File: src/rtl/imem_loader_if.sv
// Byte-stream ingress and instruction-memory write bus for imem_loader.
// The slave modport is the loader side and the master modport is the environment side.
interface imem_loader_if #(
    parameter int ADDR_W = 8
);
    logic [7:0]        in_data;
    logic              in_valid;
    logic              in_last;
    logic              in_ready;
    logic              im_we;
    logic [ADDR_W-1:0] im_addr;
    logic [31:0]       im_wdata;

    modport master (
        output in_data, in_valid, in_last,
        input  in_ready, im_we, im_addr, im_wdata
    );

    modport slave (
        input  in_data, in_valid, in_last,
        output in_ready, im_we, im_addr, im_wdata
    );
endinterface

File: src/rtl/imem_loader.sv
// Streams a big-endian byte image into instruction memory and holds the CPU in reset meanwhile.
// Define IMEM_LOADER_CSUM_EN to add a running XOR checksum output (csum) of all written words.
module imem_loader #(
    parameter int ADDR_W = 8,
    parameter int DEPTH  = 256
) (
    input  logic            clk,
    input  logic            rst,
    input  logic            start,
    imem_loader_if.slave    bus,
    output logic            cpu_rst,
    output logic            load_done,
    output logic [ADDR_W:0] word_count,
    output logic            err_overflow
`ifdef IMEM_LOADER_CSUM_EN
    ,
    output logic [31:0]     csum
`endif
);

    typedef enum logic [1:0] {IDLE, LOAD, FINISH, DONE} state_t;

    localparam logic [ADDR_W:0] DEPTH_C = (ADDR_W + 1)'(DEPTH);

    state_t            state_q, state_d;
    logic [1:0]        byte_idx_q, byte_idx_d;
    logic [31:0]       asm_q, asm_d;
    logic [ADDR_W:0]   word_count_q, word_count_d;
    logic              err_overflow_q, err_overflow_d;
    logic              last_q, last_d;
    logic              in_ready_q, in_ready_d;
    logic              im_we_q, im_we_d;
    logic [ADDR_W-1:0] im_addr_q, im_addr_d;
    logic [31:0]       im_wdata_q, im_wdata_d;
    logic              cpu_rst_q, cpu_rst_d;
    logic              load_done_q, load_done_d;
`ifdef IMEM_LOADER_CSUM_EN
    logic [31:0]       csum_q, csum_d;
`endif

    logic        accept;
    logic        load_start;
    logic [4:0]  byte_shift;
    logic [31:0] word_merged;

    assign accept      = bus.in_valid & in_ready_q;
    assign load_start  = start & ((state_q == IDLE) | (state_q == DONE));
    // ~idx equals 3-idx for a 2-bit index, so byte 0 lands in [31:24].
    assign byte_shift  = {~byte_idx_q, 3'b000};
    assign word_merged = asm_q | ({24'b0, bus.in_data} << byte_shift);

    always_comb begin
        state_d        = state_q;
        byte_idx_d     = byte_idx_q;
        asm_d          = asm_q;
        word_count_d   = word_count_q;
        err_overflow_d = err_overflow_q;
        last_d         = last_q;
        im_we_d        = 1'b0;
        im_addr_d      = im_addr_q;
        im_wdata_d     = im_wdata_q;
`ifdef IMEM_LOADER_CSUM_EN
        csum_d         = csum_q;
`endif

        case (state_q)
            LOAD: begin
                if (last_q) begin
                    // The final write strobe has just gone out; leave the stream.
                    state_d = FINISH;
                    last_d  = 1'b0;
                end else if (accept) begin
                    if (word_count_q == DEPTH_C) begin
                        err_overflow_d = 1'b1;
                        byte_idx_d     = byte_idx_q + 2'd1;
                    end else if ((byte_idx_q == 2'd3) || bus.in_last) begin
                        im_we_d      = 1'b1;
                        im_addr_d    = word_count_q[ADDR_W-1:0];
                        im_wdata_d   = word_merged;
                        word_count_d = word_count_q + 1'b1;
                        byte_idx_d   = 2'd0;
                        asm_d        = 32'd0;
`ifdef IMEM_LOADER_CSUM_EN
                        csum_d       = csum_q ^ word_merged;
`endif
                    end else begin
                        asm_d      = word_merged;
                        byte_idx_d = byte_idx_q + 2'd1;
                    end
                    if (bus.in_last) begin
                        last_d = 1'b1;
                    end
                end
            end
            FINISH:  state_d = DONE;
            default: ;
        endcase

        if (load_start) begin
            state_d        = LOAD;
            byte_idx_d     = 2'd0;
            asm_d          = 32'd0;
            word_count_d   = '0;
            err_overflow_d = 1'b0;
            last_d         = 1'b0;
`ifdef IMEM_LOADER_CSUM_EN
            csum_d         = 32'd0;
`endif
        end

        in_ready_d  = (state_d == LOAD) & ~last_d;
        cpu_rst_d   = (state_d != DONE);
        load_done_d = (state_d == DONE);
    end

    always_ff @(posedge clk or posedge rst) begin
        if (rst) begin
            state_q        <= IDLE;
            byte_idx_q     <= 2'd0;
            asm_q          <= 32'd0;
            word_count_q   <= '0;
            err_overflow_q <= 1'b0;
            last_q         <= 1'b0;
            in_ready_q     <= 1'b0;
            im_we_q        <= 1'b0;
            im_addr_q      <= '0;
            im_wdata_q     <= 32'd0;
            cpu_rst_q      <= 1'b1;
            load_done_q    <= 1'b0;
`ifdef IMEM_LOADER_CSUM_EN
            csum_q         <= 32'd0;
`endif
        end else begin
            state_q        <= state_d;
            byte_idx_q     <= byte_idx_d;
            asm_q          <= asm_d;
            word_count_q   <= word_count_d;
            err_overflow_q <= err_overflow_d;
            last_q         <= last_d;
            in_ready_q     <= in_ready_d;
            im_we_q        <= im_we_d;
            im_addr_q      <= im_addr_d;
            im_wdata_q     <= im_wdata_d;
            cpu_rst_q      <= cpu_rst_d;
            load_done_q    <= load_done_d;
`ifdef IMEM_LOADER_CSUM_EN
            csum_q         <= csum_d;
`endif
        end
    end

    assign bus.in_ready = in_ready_q;
    assign bus.im_we    = im_we_q;
    assign bus.im_addr  = im_addr_q;
    assign bus.im_wdata = im_wdata_q;
    assign cpu_rst      = cpu_rst_q;
    assign load_done    = load_done_q;
    assign word_count   = word_count_q;
    assign err_overflow = err_overflow_q;
`ifdef IMEM_LOADER_CSUM_EN
    assign csum         = csum_q;
`endif

endmodule

File: src/flat_wrapper.sv
// flat-port wrapper written by rule: the top's interface ports become plain ports
module imem_loader_flat 
#(
    parameter int ADDR_W = 8,
    parameter int DEPTH  = 256
)
  (clk, rst, start, cpu_rst, load_done, word_count, err_overflow, bus_in_data, bus_in_valid, bus_in_last, bus_in_ready, bus_im_we, bus_im_addr, bus_im_wdata);
  imem_loader_if #(.ADDR_W(ADDR_W)) bus_i ();
  input  logic clk;
  input  logic rst;
  input  logic start;
  output logic cpu_rst;
  output logic load_done;
  output logic [ADDR_W:0] word_count;
  output logic err_overflow;
  input wire logic [$bits(bus_i.in_data)-1:0] bus_in_data;
  input wire logic [$bits(bus_i.in_valid)-1:0] bus_in_valid;
  input wire logic [$bits(bus_i.in_last)-1:0] bus_in_last;
  output wire logic [$bits(bus_i.in_ready)-1:0] bus_in_ready;
  output wire logic [$bits(bus_i.im_we)-1:0] bus_im_we;
  output wire logic [$bits(bus_i.im_addr)-1:0] bus_im_addr;
  output wire logic [$bits(bus_i.im_wdata)-1:0] bus_im_wdata;
  assign bus_i.in_data = bus_in_data;
  assign bus_i.in_valid = bus_in_valid;
  assign bus_i.in_last = bus_in_last;
  assign bus_in_ready = bus_i.in_ready;
  assign bus_im_we = bus_i.im_we;
  assign bus_im_addr = bus_i.im_addr;
  assign bus_im_wdata = bus_i.im_wdata;
  imem_loader #(.ADDR_W(ADDR_W), .DEPTH(DEPTH)) u_core (.clk(clk), .rst(rst), .start(start), .bus(bus_i), .cpu_rst(cpu_rst), .load_done(load_done), .word_count(word_count), .err_overflow(err_overflow));
endmodule
File: config.mk
export PLATFORM = sky130hd
export DESIGN_NAME = imem_loader_flat
export DESIGN_NICKNAME = d
export VERILOG_FILES = /design/src/rtl/imem_loader_if.sv /design/src/rtl/imem_loader.sv /design/src/flat_wrapper.sv
export SDC_FILE = /design/constraint.sdc
export NUM_CORES = 1
export LEC_CHECK = 0
export CORE_ASPECT_RATIO = 0.9
export CORE_MARGIN = 2
export CORE_UTILIZATION = 53
export DETAILED_ROUTE_END_ITERATION = 16
export GPL_ROUTABILITY_DRIVEN = 0
export PLACE_DENSITY = 0.8
export SYNTH_ARGS = -nofsm -noshare
export SYNTH_HDL_FRONTEND = slang
export SYNTH_SLANG_ARGS = --single-unit
File: constraint.sdc
create_clock -name clk -period 3.9 [get_ports clk]
set_input_delay 0.78 -clock clk [delete_from_list [all_inputs] [get_ports clk]]
set_output_delay 0.78 -clock clk [all_outputs]
set_load 0.01 [all_outputs]
==> Yosys cells after proc, flatten, opt, wreduce, memory -nomap -nowiden <==
Index checks and enable logic that the tools add are counted.
{ "totals": {"reg_bits": 91, "out_inout_bits": 54, "wordCells": 81} }
{ "op_classes": {"shift": 1, "n_reduce_logical": 11, "addsub": 2, "n_eq_ne": 10, "muxes": 36, "bitwise_logic": 9} }
{ "ops": {"columns": ["op", "count"], "rows": [
  ["$mux W32", 6],
  ["$mux W9", 6],
  ["$or A32 B32 Y32", 1],
  ["$shl A8 B5 Y32", 1],
  ["$mux W2", 8],
  ["$mux W1", 15],
  ["$reduce_and A5 Y1", 2],
  ["$add A9 B1 Y9 const B", 1],
  ["$eq A9 B9 Y1 const B", 1],
  ["$eq A2 B2 Y1 const B", 4],
  ["$reduce_and A4 Y1", 2],
  ["$reduce_bool A2 Y1", 4],
  ["$eq A2 B1 Y1 const B", 2],
  ["$ne A2 B2 Y1 const B", 2],
  ["$pmux W2 S2", 1],
  ["$and A1 B1 Y1", 3],
  ["$not A1 Y1", 3],
  ["$reduce_and A3 Y1", 1],
  ["$add A2 B1 Y2 const B", 1],
  ["$logic_not A2 Y1", 1],
  ["$ne A2 B1 Y1 const B", 1],
  ["$not A2 Y2", 1],
  ["$logic_or A1 B1 Y1", 1],
  ["$or A1 B1 Y1", 1]
]} }

==> Logic depth before layout (Yosys ltp) <==
Gate-level depths: netlist (run 1).
{ "depth": {"depth_word": 9, "mapped_depth": 9} }

==> Worst setup path before layout (run 1) <==
Ideal clock, no wire load.
{ "synth_timing": {"path_type": "input to register", "startpoint": "in bus_in_valid", "endpoint": "reg u_core.word_count_q[5] (netlist: u_core.word_count[5])", "required_time_ns": 3.822, "path_stages": 5, "setup_time_ns": 0.078, "arrival_ns": 1.919, "setup_slack_ns": 1.902, "cell_sequence": "and4b_1 > o221ai_2 > buf_6 > or4_1 > a21oi_1"} }
{ "synth_via": {"elab_chain_len": 3} }
{ "synth_lines": {"columns": ["element", "line", "text"], "rows": [
  ["start, declared", "flat_wrapper.sv:17", "input wire logic [$bits(bus_i.in_valid)-1:0] bus_in_valid;"],
  ["$and A1 B1 Y1", "imem_loader.sv:46", "assign accept = bus.in_valid & in_ready_q;"],
  ["$reduce_bool A2 Y1 (no line)", null, null],
  ["$reduce_and A5 Y1 (no line)", null, null],
  ["end signal, assigned", "imem_loader.sv:137", "word_count_q <= word_count_d;"],
  ["end, declared", "imem_loader.sv:28", "logic [ADDR_W:0] word_count_q, word_count_d;"]
]} }
No other way between the ends.
A chain may end at the register's enable or synchronous reset.

==> Worst setup path after layout (run 1) <==
{ "layout_timing": {"startpoint": "reg u_core.word_count_q[2] (netlist: u_core.word_count[2])", "endpoint": "reg u_core.im_wdata_q[5] (netlist: u_core.bus.im_wdata[5])"} }
{ "layout_via": {"elab_chain_len": 3} }
{ "layout_lines": {"columns": ["element", "line", "text"], "rows": [
  ["$eq A9 B9 Y1", "imem_loader.sv:73", "if (word_count_q == DEPTH_C) begin"],
  ["$not A1 Y1 (no line)", null, null],
  ["$reduce_and A5 Y1 (no line)", null, null],
  ["end signal, assigned", "imem_loader.sv:143", "im_wdata_q <= im_wdata_d;"],
  ["end, declared", "imem_loader.sv:34", "logic [31:0] im_wdata_q, im_wdata_d;"]
]} }
No other way between the ends.

==> flow_summary.yaml, run 1 <==
outcome:
  outcome: "finished, final reports clean"
sta:
  post_route_fraction_of_the_period_consumed_by_the_critical_path_pct: 72.1
  holdWs_ns: 0.480
  finalHoldViolations: 0
  setup_viol_count_final: 0
  fin_crit_ns: 2.81
  tightest_slew_ns: 1.27
  grt_setup_unrepaired: "no"
  finalSetupTns_ns: 0
  final.setup_skew_ns: 0.0104
  worst_slew_slack_as_a_fraction_of_its_limit_pct: 15.4
  max_clock_freq_ghz: 0.356
  layout_setup_ws_ns: 1.09
  slew_violations: 0
detailed_routing:
  wl_per_cell_um: 16.9
  drt-vias-per-instance: 5.88
  first_pass_iters: 5
  remaining_drc_errors: 0
  postRouteAntennaNets: 0
  drt_wl_total_um: 8810
  route.vias.total: 3055
  initial_detailed_routing_violation_count: 198
yosys:
  synthTopCellsByArea: "dfrtp_1 (58%), a32o_1 (8.2%), nand2_1 (6.0%), a21oi_1 (5.5%), o21ai_0 (4.9%)"
  count_of_synthesis_stage_warnings_from_yosys: 0
  synth.yosys.seq_area_share_pct: 58.4
  syn-mean-instance-area_sq_um: 10.9
  mapped_nets: 375
  synth_seq_cells: 91
  synthCells: 357
  synthDominantAreaCellType: "dfrtp_1"
  ys.flop_type: "dfrtp_1"
  synth_async_sr_flop_share_pct: 100
  ys_top_cells_by_count: "dfrtp_1 (90), nand2_1 (62), a21oi_1 (43)"
  synth_largest_type_area_fraction_pct: 57.7
  netlist-cell-type-count: 41
  synth_most_common_cell: "dfrtp_1"
  synth-edff-count: 0
  syn_area_sq_um: 3900
global_route:
  track_usage_pct: 23.2
  first_pass_grt_wire_length_um: 14500
  global_route.overflow_total: 0
  pin_count_of_the_biggest_net_entering_global_routing: 54
  grt_antenna_before_repair: 0
  first_global_vias: 2865
pwr:
  powerDensity_nw_per_um2: 583
  finalPower_mw: 2.81
  worst_ir_drop_vdd_mv: 0.342
  power.leakage_nw: 2.07
setup_path:
  worst_r2r_endpoint: "u_core.bus.im_wdata[5]"
  endpoint_kind: "flop"
  crit_path_end: "u_core.bus.im_wdata[5]"
  cp_data_arrival_time_ns: 3.03
  criticalPathCategory: "flop to flop"
  reg2reg_setup_slack_ns: 1.09
  reg2reg_from: "u_core.word_count[2]"
  worstPathRequired_ns: 4.12
  critical_path.startpoint_type: "flop"
  worst-r2r-cell-count: 5
  crit_path_max_fanout: 53
  critical_path.startpoint: "u_core.word_count[2]"
place:
  numPortBuffers: 66
  pre_cts_ws_ns: 0.887
  dpl_hpwl_um: 5910
  placed_area_sq_um: 4610
clock_tree:
  cts_inserted_buffers: 9
  cts_sinks: 91
  h_tree_lvls: 3
  clock_edge_transition_at_the_registers_on_the_reported_setup_and_hold_paths_ns: 0.09
  clock_tree.root_cell: "clkbuf_8"
  worstSkewPairLatency_ns: 0.35
  cts-hold-fix-buffers: 0
  max-clock-path-buffers: 2
  cts_setup_buffers: 0
  cts_tree: "built"
  ctsResizeCount: 0
final_layout:
  area_growth_pct: 23.7
  num-fill-cells: 546
  design_area_sq_um: 4820
  antennaDiodeCount: 0
  nNetsFinal: 440
  ratio_of_cells_with_drive_above_1_in_the_final_layout_pct: 8.67
min_path:
  min_delay_path_class: "flop to flop"
die:
  die-height_um: 85.4
  die-area_sq_um: 8060
  die_w_um: 94.4
  row_count: 29
  top_level_ports: 67
  start_util_pct: 55.1
  design.core.area_sq_um: 7080
job:
  maxCapViolCount: 0
final cells by class:
| type | instances | area, sq um | area share, % |
|---|---|---|---|
| well taps | 93 | 116 | 2.41 |
| repair buffers | 76 | 736 | 15.3 |
| clock inverters | 5 | 86.3 | 1.79 |
| clock buffers | 11 | 131 | 2.72 |
| multi-input cells | 236 | 1440 | 29.9 |
| flip-flops and latches | 91 | 2280 | 47.2 |
| inverters | 8 | 31.3 | 0.649 |
power by group:
part / internal (mW) / total, mW / leakage (nW) / switching, mW
clock: 0.366 / 0.701 / 0.102 / 0.335
sequential: 1.11 / 1.22 / 1.25 / 0.111
combinational: 0.397 / 0.889 / 0.718 / 0.493
layer usage:
layer | GRT usage, % | part of all wire (%)
met2 | 32.3 | 46
met4 | 7.91 | 0.92
met5 | 0 | 0
met1 | 37.3 | 48
met3 | 3.46 | 5.5
logic make-up (layout without fill, tap and decap cells):
| logic type | after synthesis | in the layout | synth area share (%) |
|---|---|---|---|
| compound gates | 126 | 126 | 21.2 |
| xor+xnor | 1 | 1 | 0.225 |
| fa+ha+maj | 5 | 5 | 1.60 |
| buf+inv | 30 | 100 | 4.84 |
| flops | 91 | 91 | 58.4 |
| simple gates | 104 | 104 | 13.7 |
worst max-delay path, stage by stage, from the launching register on:
cell	delay [ns]
dfrtp_1	0.49
or4_4	0.61
o221ai_4	0.54
buf_4	0.54
buf_4	0.35
o21ai_0	0.14
metrics by stage:
stage	instances	util, %
global route	520	68.2
floorplan	357	-
CTS	520	68.2
global placement	504	65.1
detailed placement	504	65.1
finish	520	68.2
state kept, by name, summed over array words and instances (netlist names):
signal / cells
u_core.state_q: 2
u_core.bus.im_wdata: 32
u_core.cpu_rst: 1
u_core.byte_idx_q: 2
u_core.word_count: 9
u_core.err_overflow: 1
u_core.asm_q: 32
u_core.last_q: 1
u_core.load_done: 1
u_core.bus.in_ready: 1
u_core.bus.im_we: 1
u_core.bus.im_addr: 8
layout by cell type (no fill, tap or decap), types with 3 or more instances in the layout:
master	instances
nor2_1	7
o21ai_1	3
nand2_1	62
and3_4	6
or4_1	4
inv_1	6
and2_1	3
buf_4	10
a32o_1	32
a21oi_1	43
nand3_1	3
ha_1	5
clkbuf_8	9
nor3b_1	3
clkdlybuf4s50_1	66
o21ai_0	38
dfrtp_1	90
o31ai_1	4
nor2b_1	3
worst min-delay path by stage:
stage,start,endpoint,slack (ns),depth (start not counted)
floorplan,u_core.asm_q[0],u_core.asm_q[0],0.49,1
global placement,u_core.bus.im_addr[5],u_core.bus.im_addr[5],0.46,2
detailed placement,u_core.bus.im_addr[7],u_core.bus.im_addr[7],0.46,2
CTS,u_core.bus.im_addr[7],u_core.bus.im_addr[7],0.48,2
global route,u_core.bus.im_addr[7],u_core.bus.im_addr[7],0.50,2
finish,u_core.bus.im_addr[7],u_core.bus.im_addr[7],0.48,2
No activity file was read; power rests on OpenSTA's default activity.
==> run 2, diff against run 1 <==
CORE_UTILIZATION = 47   (was 53)
PLACE_DENSITY = 0.75   (was 0.8)
clock period = 2.4 ns   (was 3.9 ns; I/O delays follow)
==> run 2 against run 1 <==
  * Routed wire length up 2.0%
  * Critical path depth unchanged
  * Register-to-register slack worse by 0.89 ns
  * Sequential power up 61%
  * Combinational power up 73%
  * Largest power group unchanged
==> flow_summary.yaml, run 2 (same netlist as run 1, synthesis figures left out) <==
die:
  die-area_sq_um: 9040
  die_w_um: 100
  row_count: 31
  die-height_um: 90.4
  top_level_ports: 67
  design.core.area_sq_um: 8070
  start_util_pct: 48.3
sta:
  setup_viol_count_final: 0
  slew_violations: 0
  finalHoldViolations: 0
  fin_crit_ns: 2.20
  tightest_slew_ns: 0.866
  grt_setup_unrepaired: "no"
  holdWs_ns: 0.480
  worst_slew_slack_as_a_fraction_of_its_limit_pct: 42.0
  layout_setup_ws_ns: 0.203
  post_route_fraction_of_the_period_consumed_by_the_critical_path_pct: 91.5
  final.setup_skew_ns: 0.00941
  max_clock_freq_ghz: 0.455
clock_tree:
  clock_tree.root_cell: "clkbuf_8"
  clock_edge_transition_at_the_registers_on_the_reported_setup_and_hold_paths_ns: 0.09
  cts_sinks: 91
  h_tree_lvls: 3
  cts_inserted_buffers: 9
  max-clock-path-buffers: 2
  worstSkewPairLatency_ns: 0.36
  cts_tree: "built"
  cts-hold-fix-buffers: 0
setup_path:
  critical_path_depth: 5
  crit_path_max_fanout: 44
  cp_slowest_stage_delay_ns: 0.55
  critPathSlowestCell: "or4_4"
  cp_data_arrival_time_ns: 2.43
  worstPathRequired_ns: 2.64
  timing.critical_path.cells: "or4_4 > o221ai_4 > buf_12 > buf_4 > o21ai_0"
  critical_path.startpoint_type: "flop"
  criticalPathCategory: "flop to flop"
  cp.buffers_inverters: 2
  worst-r2r-cell-count: 5
  cp_top_delay_family: "simple AND/OR/NAND/NOR gates"
  endpoint_kind: "flop"
min_path:
  min_delay_path_class: "flop to flop"
  min_path_cells: 2
global_route:
  first_global_vias: 2986
  first_pass_grt_wire_length_um: 14900
  pin_count_of_the_biggest_net_entering_global_routing: 45
  track_usage_pct: 20.9
  global_route.overflow_total: 0
  grt_antenna_before_repair: 0
detailed_routing:
  drt-vias-per-instance: 5.82
  initial_detailed_routing_violation_count: 216
  drt_wl_total_um: 8980
  first_pass_iters: 7
  route.vias.total: 3095
  postRouteAntennaNets: 0
  remaining_drc_errors: 0
  wl_per_cell_um: 16.9
pwr:
  power.leakage_nw: 2.11
  powerDensity_nw_per_um2: 927
  worst_ir_drop_vdd_mv: 0.436
final_layout:
  antennaDiodeCount: 0
  nNetsFinal: 446
  num-fill-cells: 663
  ratio_of_cells_with_drive_above_1_in_the_final_layout_pct: 10.9
  area_growth_pct: 26.4
  most-common-layout-cells: "dfrtp_1 (90), clkdlybuf4s50_1 (66), nand2_1 (62), a21oi_1 (43), o21ai_0 (38)"
  final_common_cell: "dfrtp_1"
job:
  maxCapViolCount: 0
outcome:
  outcome: "finished, final reports clean"
place:
  pre_cts_ws_ns: -0.0204
  numPortBuffers: 66
  dpl_hpwl_um: 5990
[run 2: report_power, final]
| part | leakage [nW] | internal [mW] | switching, mW |
|---|---|---|---|
| registers | 1.25 | 1.81 | 0.164 |
| clock network | 0.0957 | 0.514 | 0.541 |
| logic | 0.767 | 0.702 | 0.841 |
| total | 2.11 | 3.02 | 1.55 |
[run 2: final cells by class]
cell class	count	area, sq um	area share, %
clock buffer	11	141	2.87
clock inverter	5	62.6	1.27
inverter	8	33.8	0.685
multi-input combinational	236	1460	29.6
sequential	91	2280	46.2
tap	99	124	2.51
timing repair buffer	82	831	16.9
[run 2: timing repair]
action,CTS,global route
resized for setup,0,3
endpoints found under the setup margin,0,24
setup buffers,0,0
[run 2: metrics by stage]
step                total power, mW  util (%)  std cells  instance area [sq um]  setup TNS [ns]
floorplan                      2.88         -        357                   3900               0
global placement               3.48      58.4        516                   4710               0
detailed placement             3.53      58.4        516                   4710         -0.0320
CTS                            4.58      60.9        532                   4910               0
global route                   4.84      61.1        532                   4930               0
finish                         4.57      61.1        532                   4930               0
[run 2: per-layer routing]
layer	wire length (um)	global-route usage [%]
met5	0	0
met4	171	8.22
met3	565	3.02
met2	3940	29.4
met1	4300	32.4
[run 2: worst paths after layout]
check | from | end | slack [ns]
worst max register to register | u_core.word_count[4] | u_core.bus.im_wdata[9] | 0.20
worst min register to register | u_core.bus.im_addr[3] | u_core.bus.im_addr[3] | 0.48
worst min-delay path | u_core.bus.im_addr[3] | u_core.bus.im_addr[3] | 0.48
min in group asynchronous | rst | u_core.bus.im_wdata[0] | 0.54
max in group asynchronous | rst | u_core.cpu_rst | 1.25
worst max-delay path | u_core.word_count[4] | u_core.bus.im_wdata[9] | 0.20
[run 2: worst register-to-register path: stages, from the launching register on]
cell      delay, ns
dfrtp_1        0.46
or4_4          0.55
o221ai_4       0.42
buf_12         0.27
buf_4          0.25
o21ai_0        0.13
==> RTL change (config.mk and constraints of run 1) <==
Compare `word_count_q` against `DEPTH_C` with >= in place of ==.
--- a/src/rtl/imem_loader.sv
+++ b/src/rtl/imem_loader.sv
@@ -71,5 +71,5 @@
                     last_d  = 1'b0;
                 end else if (accept) begin
-                    if (word_count_q == DEPTH_C) begin
+                    if (word_count_q >= DEPTH_C) begin
                         err_overflow_d = 1'b1;
                         byte_idx_d     = byte_idx_q + 2'd1;
Formal check against the unedited RTL: same outputs for any inputs over 4 cycles, from zero or initial values and one cycle with rst high; that may be too few to reach the edited logic, so the function may still have changed.
==> RTL change against run 1 <==
  * Maximum frequency is 22% higher
  * Critical path type is now primary input to flip-flop
  * Die area is 0.98% lower
  * Highest routed layer unchanged
  * Final area is 1.3% lower
  * Sequential power is 17% higher
  * Count of clock-buffer cells in the layout stayed put
  * Synthesized area is 1.0% lower
  * Power is 21% higher
  * First-iteration DRC count is 11% lower
  * Wire length is 4.4% lower
  * Sequential cell count stayed put
  * Setup slack better by 0.52 ns
==> RTL change: results <==
[cells_and_area]
n_fill_cell = 547
fraction_of_layout_instances_using_a_drive_strength_above_1 = 0.1028

[routing]
dr.pass1.iters = 4
route.met2.wl_mm = 4.197
m1WireLength_mm = 3.689
routed_via_density = 5.687

[setup_path]
worstSetupEndpoint = "u_core.asm_q[6]$_DFFE_PP0P_"
cp-startpoint = "bus_in_valid"
worstPathMaxFanout = 11
critical_path_arrival_ns = 2.56
r2r_setup_slack_ns = 1.79
reg2reg_from = "u_core.state_q[0]$_DFF_PP0_"

[logic_synthesis]
ys_top_cells_by_area = "sky130_fd_sc_hd__dfrtp_1 (58%), sky130_fd_sc_hd__a21oi_1 (13%), sky130_fd_sc_hd__nor2_1 (7.8%), sky130_fd_sc_hd__a2111oi_4 (2.9%), sky130_fd_sc_hd__mux2_2 (2.6%)"
yosys-top-cells-count = "sky130_fd_sc_hd__a21oi_1 (100), sky130_fd_sc_hd__dfrtp_1 (90), sky130_fd_sc_hd__nor2_1 (80)"
netlist-cell-type-count = 43
synth_fp_nets = 382

[timing]
worst_clock_skew_ns = 0.01110
period_share = 0.5885
relSlewSlack = 0.2725

[clock_tree]
cts_made_buffers = 9

[pwr]
fraction_of_power_spent_switching_nets = 0.3682
irDropWorstVdd_v = 0.0004412
p_leak_nw = 2.063

[status]
run_status = "finished clean"

[global_route]
grt_first_pass_wirelength_mm = 13.68
met2_usage = 0.3526
first_global_vias = 2789
grt_usage = 0.2206

[placed_design]
dp.final_hpwl_mm = 5.648
dpl_worst_slack_ns = 1.229
[RTL change: cell types whose count changed after synthesis, sizes merged, moves of 6 or more]
cell    change
nor2       +73
nand2      -58
a21oi      +56
o21ai      -38
a32o       -32
mux2        +9
and3        -8
clkbuf      -6
[RTL change: metrics by stage]
step / instance area [um^2] / utilization / hold WS, ns / instances
after CTS: 4758 / 0.6760 / 0.5070 / 521
after detailed placement: 4581 / 0.6507 / 0.4869 / 506
after floorplan: 3860 / - / 0.4633 / 363
final: 4758 / 0.6760 / 0.5046 / 521
after global routing: 4758 / 0.6760 / 0.5253 / 521
after global placement: 4581 / 0.6507 / 0.4764 / 506
[RTL change: cell type report]
class / count / area share
clock buffers: 11 / 0.03182
repair buffers: 71 / 0.1467
flip-flops and latches: 91 / 0.4788
well taps: 93 / 0.02445
clock inverters: 4 / 0.005522
inverters: 8 / 0.006574
multi-input cells: 243 / 0.3061
[RTL change: worst min-delay path by stage]
stage / endpoint / slack [ns] / start / depth (start not counted)
after detailed placement: u_core.asm_q[3]$_DFFE_PP0P_ / 0.49 / u_core.asm_q[3]$_DFFE_PP0P_ / 2
final: u_core.asm_q[20]$_DFFE_PP0P_ / 0.50 / u_core.asm_q[20]$_DFFE_PP0P_ / 2
after CTS: u_core.asm_q[3]$_DFFE_PP0P_ / 0.51 / u_core.asm_q[3]$_DFFE_PP0P_ / 2
after floorplan: u_core.asm_q[0]$_DFFE_PP0P_ / 0.46 / u_core.asm_q[0]$_DFFE_PP0P_ / 2
after global placement: u_core.asm_q[15]$_DFFE_PP0P_ / 0.48 / u_core.asm_q[15]$_DFFE_PP0P_ / 2
after global routing: u_core.bus.im_addr[0]$_DFFE_PP0P_ / 0.53 / u_core.bus.im_addr[0]$_DFFE_PP0P_ / 1
[RTL change: worst max-delay path, cell delays in order]
cell and delay (ns):
sky130_fd_sc_hd__clkdlybuf4s50_1 0.55, sky130_fd_sc_hd__nand4b_4 0.30, sky130_fd_sc_hd__a2111oi_4 0.66, sky130_fd_sc_hd__a21oi_1 0.15
sky130_fd_sc_hd__nor2_1 0.13
[RTL change: cell families (layout without fill, tap and decap cells)]
group	count (synthesis)	in the layout	share of synthesized area
mux	9	9	0.02626
flops	91	91	0.5903
compound gates	122	122	0.2006
buf+inv	29	94	0.03468
simple gates	100	100	0.1151
fa+ha+maj	6	6	0.01945
xor+xnor	6	6	0.01361
[RTL change: power by group through the flow]
stage | logic [mW] | registers [mW] | clock network [mW]
after floorplan | 0.747 | 1.51 | 0
after global placement | 1.36 | 1.43 | 0
after detailed placement | 1.41 | 1.44 | 0
after CTS | 1.42 | 1.43 | 0.584
after global routing | 1.54 | 1.46 | 0.629
final | 1.40 | 1.43 | 0.575
